$ cat src/rtl/nn_pkg.sv
// nn_pkg -- definitions shared by the neuron sequencing logic.
//   N_MAX_DEF : default largest input count per neuron evaluation
//   CNT_W_DEF : default input counter width (2**CNT_W_DEF > N_MAX_DEF)
//   ACC_W_DEF : default MAC accumulator / result width
//   ST_*      : FSM state encodings; state_t wraps them as an enum so that
//               schedulers built on top of this package use the same values.
package nn_pkg;

  localparam int N_MAX_DEF = 64;
  localparam int CNT_W_DEF = 7;
  localparam int ACC_W_DEF = 18;

  localparam logic [2:0] ST_IDLE  = 3'd0;
  localparam logic [2:0] ST_CLEAR = 3'd1;
  localparam logic [2:0] ST_FETCH = 3'd2;
  localparam logic [2:0] ST_DRAIN = 3'd3;
  localparam logic [2:0] ST_DONE  = 3'd4;

  typedef enum logic [2:0] {
    IDLE  = ST_IDLE,
    CLEAR = ST_CLEAR,
    FETCH = ST_FETCH,
    DRAIN = ST_DRAIN,
    DONE  = ST_DONE
  } state_t;

endpackage

$ cat src/rtl/neuron_seq_ctrl.sv
// neuron_seq_ctrl -- sequences one neuron evaluation: clear the MAC, stream
// N operand/weight pairs through the loader and weight ROM, let the MAC
// drain, then capture (and optionally ReLU) the accumulator.
// Ports:
//   clk, reset      : clock, asynchronous active-low reset
//   start, abort    : begin an evaluation (IDLE only) / cancel a running one
//   num_inputs      : pair count N, sampled with start (valid 1..N_MAX)
//   relu_en         : clamp negative results to zero, sampled with start
//   mac_in          : current accumulator value from the MAC
//   push_en, mem_en : advance loader / read weight ROM (FETCH cycles)
//   mac_en          : MAC accumulate enable, push_en delayed one cycle
//   mac_clr         : one-cycle accumulator clear (CLEAR cycle)
//   busy, done      : not-IDLE flag / one-cycle completion pulse
//   result          : captured neuron output, held until the next capture
// Every output is a register updated together with the next state.
module neuron_seq_ctrl
  import nn_pkg::*;
#(
  parameter int N_MAX = N_MAX_DEF,
  parameter int CNT_W = CNT_W_DEF,
  parameter int ACC_W = ACC_W_DEF
) (
  input  logic             clk,
  input  logic             reset,
  input  logic             start,
  input  logic             abort,
  input  logic [CNT_W-1:0] num_inputs,
  input  logic             relu_en,
  input  logic [ACC_W-1:0] mac_in,
  output logic             push_en,
  output logic             mem_en,
  output logic             mac_en,
  output logic             mac_clr,
  output logic             busy,
  output logic             done,
  output logic [ACC_W-1:0] result
);

  state_t           state;
  logic [CNT_W-1:0] cnt;       // FETCH: pairs left; DRAIN: 0 = first, 1 = second cycle
  logic             relu_lat;

  always_ff @(posedge clk or negedge reset) begin
    if (!reset) begin
      state    <= IDLE;
      cnt      <= '0;
      relu_lat <= 1'b0;
      push_en  <= 1'b0;
      mem_en   <= 1'b0;
      mac_en   <= 1'b0;
      mac_clr  <= 1'b0;
      busy     <= 1'b0;
      done     <= 1'b0;
      result   <= '0;
    end else begin
      // The loader and ROM present data one cycle after the push, so the
      // accumulate enable trails push_en by exactly one register.
      mac_en  <= push_en;
      mac_clr <= 1'b0;
      done    <= 1'b0;

      if (abort && (state == CLEAR || state == FETCH || state == DRAIN)) begin
        // Cancel: all enables drop in the same cycle IDLE is entered,
        // including the pending mac_en stage; result is left untouched.
        state   <= IDLE;
        cnt     <= '0;
        push_en <= 1'b0;
        mem_en  <= 1'b0;
        mac_en  <= 1'b0;
        busy    <= 1'b0;
      end else begin
        case (state)
          IDLE: begin
            if (start && !abort) begin
              busy     <= 1'b1;
              relu_lat <= relu_en;
              if (num_inputs != '0 && num_inputs <= CNT_W'(N_MAX)) begin
                state   <= CLEAR;
                cnt     <= num_inputs;
                mac_clr <= 1'b1;
              end else begin
                // Out-of-range count: report completion immediately with 0.
                state  <= DONE;
                done   <= 1'b1;
                result <= '0;
              end
            end
          end
          CLEAR: begin
            state   <= FETCH;
            push_en <= 1'b1;
            mem_en  <= 1'b1;
          end
          FETCH: begin
            cnt <= cnt - 1'b1;
            if (cnt == CNT_W'(1)) begin
              state   <= DRAIN;
              push_en <= 1'b0;
              mem_en  <= 1'b0;
            end
          end
          DRAIN: begin
            if (cnt == '0) begin
              cnt <= CNT_W'(1);
            end else begin
              cnt    <= '0;
              state  <= DONE;
              done   <= 1'b1;
              result <= (relu_lat && mac_in[ACC_W-1]) ? '0 : mac_in;
            end
          end
          DONE: begin
            state <= IDLE;
            busy  <= 1'b0;
          end
          default: begin
            state   <= IDLE;
            busy    <= 1'b0;
            push_en <= 1'b0;
            mem_en  <= 1'b0;
          end
        endcase
      end
    end
  end

endmodule

$ cat config.mk
export PLATFORM = sky130hd
export DESIGN_NAME = neuron_seq_ctrl
export DESIGN_NICKNAME = d
export VERILOG_FILES = /design/src/rtl/nn_pkg.sv /design/src/rtl/neuron_seq_ctrl.sv
export SDC_FILE = /design/constraint.sdc
export NUM_CORES = 1
export LEC_CHECK = 0
export CORE_MARGIN = 5
export CORE_UTILIZATION = 45
export DETAILED_ROUTE_END_ITERATION = 8
export GPL_TIMING_DRIVEN = 1
export PLACE_DENSITY = 0.83
export SETUP_SLACK_MARGIN = 0.5
export SYNTH_ARGS = -nofsm -noshare
export SYNTH_HDL_FRONTEND = slang
export SYNTH_SLANG_ARGS = --single-unit
export TNS_END_PERCENT = 1
$ cat constraint.sdc
create_clock -name clk -period 3.05 [get_ports clk]
set_clock_uncertainty 0.2 [all_clocks]
set_input_delay 0.4575 -clock clk [delete_from_list [all_inputs] [get_ports clk]]
set_output_delay 0.4575 -clock clk [all_outputs]
set_load 0.01 [all_outputs]
==> results.sh <==
export IMPL_insertion_delay_ns=0.29
export IMPL_hold_viol=0
export IMPL_detail_route_iter0_violations=71
export IMPL_dpl_hpwl_um=3720
export IMPL_grt_pass1_vias=1620
export IMPL_detail_route_wl_per_cell_um=15.8
export IMPL_max_clock_freq_mhz=400
export IMPL_fin_crit_ns=2.50
export IMPL_r2r_start="state[2]"
export IMPL_synth_edf_count=0
export IMPL_crit_cells=5
export IMPL_critPathMaxFanout=4
export IMPL_yosys_area_top_type_share_pct=42.5
export IMPL_hold_buffers=0
export IMPL_antenna_left=0
export IMPL_tns_ns=0
export IMPL_syn_num_nets=232
export IMPL_irDropWorstVdd_mv=0.219
export IMPL_max_slew_worst_pin_slew_ns=0.457
export IMPL_ys_warnings_count=0
export IMPL_drv_cap=0
export IMPL_h_tree_depth=2
export IMPL_drive_above_1_share_pct=12.9
export IMPL_dieArea_um2=5890
export IMPL_crit_buf_inv=1
export IMPL_nNetsFinal=287
export IMPL_worstHoldPathType="flop to flop"
export IMPL_setup_viol=0
export IMPL_cp_data_arrival_time_ns=2.47
export IMPL_synthCells=199
export IMPL_cp_start_kind="primary input"
export IMPL_synth_cell_types=56
export IMPL_port_buffers=53
export IMPL_tritoncts="built"
export IMPL_ys_async_sr_fraction_pct=100
export IMPL_worstPathRequired_ns=3.02
export IMPL_grt_usage_pct=17.2
export IMPL_crit_chain="clkdlybuf4s50_1 > or4_4 > o211a_4 > nor3_4 > mux2_4"
export IMPL_pin_count=54
export IMPL_cts_root_buf="clkbuf_8"
export IMPL_core_area_um2=4320
export IMPL_fp_row_count=24
export IMPL_crit_path_end_kind="flop"
export IMPL_avgSynthCellArea_um2=10.1
export IMPL_path_class="primary input to flop"
export IMPL_slowest_stage="or4_4"
export IMPL_cts_buffer_depth=2
export IMPL_status="finished, final reports clean"
export IMPL_fin_util_pct=62.5
export IMPL_worstReg2RegEnd="result[1]"
export IMPL_period_share_pct=82.0
export IMPL_slowest_delay_ns=0.61
export IMPL_yosysTopAreaCell="dfrtp_1"
export IMPL_dr_pass1_iters=4
export IMPL_r2r_cells=5
export IMPL_critPathLaunch="num_inputs[5]"
export IMPL_numCtsBuffers=5
export IMPL_crit_path_end="cnt[4]"
export IMPL_seq_area_frac_synth_pct=42.5
export IMPL_gp_congestion=0.900
export IMPL_post_route_drc_count=0
export IMPL_totalPowerFinal_mw=1.38
export IMPL_area_growth_pct=34.9
export IMPL_power_density_nw_per_um2=510
export IMPL_ys_ff_latch=34
export IMPL_via_per_inst=5.55
export IMPL_initial_core_util_pct=46.3
export IMPL_grt_first_pass_wirelength_um=8270
export IMPL_yosys_top_cells_area="dfrtp_1, mux2i_1, inv_1, nand2_1, mux2_4"
export IMPL_antenna_found_initial=0
export IMPL_leakage_nw=1.07
export IMPL_cp_top_family="simple AND/OR/NAND/NOR gates"
export IMPL_rsz0062_at_grt="false"
export IMPL_slew_headroom_pct=68.8
export IMPL_ys_flop_type="dfrtp_1"
export IMPL_final_common_cell="clkdlybuf4s50_1"
export IMPL_die_h_um=76.7
export IMPL_grt_max_degree=35
export IMPL_r2r_slack_ns=0.70
export IMPL_drv_slew=0
export IMPL_wl_um=4850
export IMPL_clkTransAtPathRegs_ns=0.07
export IMPL_holdWs_ns=0.299
export IMPL_overflow=0
export IMPL_final_cell_mix="clkdlybuf4s50_1, dfrtp_1, inv_1, nand2_1, mux2i_1"
export IMPL_die_w_um=76.7
export IMPL_cts_sinks=34
export IMPL_syn_area_um2=2000
export IMPL_routed_via_count=1703
export IMPL_diodes=0
## synth_stat cells, types with 2 or more instances
master / instances
a2111oi_0: 2
nor2b_1: 3
nand3b_1: 2
nor3_1: 3
a31oi_1: 2
nor2_1: 10
nor3b_1: 2
a211o_1: 2
o22ai_1: 3
or3_2: 2
dfrtp_1: 34
clkbuf_1: 4
nor4_1: 3
or3_1: 2
mux2i_1: 19
inv_1: 22
nand2_1: 22
a311oi_1: 2
nand3_1: 2
nor4_2: 2
o21ai_0: 6
mux2_4: 3
nand4_1: 3
buf_6: 3
ha_1: 3
o221ai_1: 2
nand4b_1: 2
a21oi_1: 6
## metal layers
metal,share of wire (%),routed length [µm],GRT usage (%)
met4,1.3,63,4.37
met5,0,0,0
met1,41,2000,23.7
met2,49,2390,26.1
met3,8.3,402,5.27
## kinds of logic (layout without fill, tap and decap cells)
group	Yosys count	in the layout	share of synthesized area (%)
multiplexers	24	24	12.9
buffers and inverters	32	88	8.18
adder cells (fa/ha/maj)	3	3	1.87
flip-flops	34	34	42.5
AND/OR/NAND/NOR	71	71	21.5
AO/OA/AOI/OAI	34	34	12.7
XOR/XNOR	1	1	0.437
## stage by stage
stage	setup slack (ns)	instance area, µm²	instances
6_report	0.550	2700	307
5_1_grt	0.533	2700	307
4_1_cts	0.601	2690	307
3_5_place_dp	0.290	2580	299
3_3_place_gp	0.328	2580	299
2_1_floorplan	0.841	2000	199
## sequential cells by signal, indices dropped and copies added, names as in the netlist
signal / flops
state: 3
mem_en: 1
result: 18
done: 1
mac_en: 1
cnt: 7
mac_clr: 1
relu_lat: 1
busy: 1
## worst min path at each step
| stage | start | endpoint | slack, ns | cells past startpoint |
|---|---|---|---|---|
| 2_1_floorplan | reset | busy | -0.04 | 0 |
| 3_3_place_gp | result[17] | result[17] | 0.30 | 1 |
| 3_5_place_dp | result[17] | result[17] | 0.30 | 1 |
| 4_1_cts | result[17] | result[17] | 0.31 | 1 |
| 5_1_grt | result[15] | result[15] | 0.33 | 2 |
| 6_report | result[17] | result[17] | 0.30 | 1 |
## worst reg2reg max path: stages (launching register included)
cell and delay [ns]:
dfrtp_1 0.55, or3_4 0.50, a211o_1 0.30, a311oi_4 0.29
buf_12 0.22, mux2i_1 0.21
## report_power, final
group | leakage [nW] | switching (mW) | total, mW | internal (mW)
registers | 0.443 | 0.0822 | 0.601 | 0.518
clock network | 0.0579 | 0.163 | 0.403 | 0.240
logic | 0.567 | 0.172 | 0.375 | 0.203
total | 1.07 | 0.417 | 1.38 | 0.961
## layout make-up
class / count / area [µm²]
Clock buffer: 5 / 68.8
Multi-Input combinational cell: 133 / 1010
Fill cell: 367 / 1620
Inverter: 22 / 82.6
Tap cell: 52 / 65.1
Clock inverter: 3 / 40.0
Timing Repair Buffer: 58 / 581
Sequential cell: 34 / 851
## repair_timing
action                     4_1_cts  5_1_grt
gates resized for setup          0        2
buffers inserted                 0        0
setup endpoints to repair        0       17
Power figures use the tool's default switching activity.
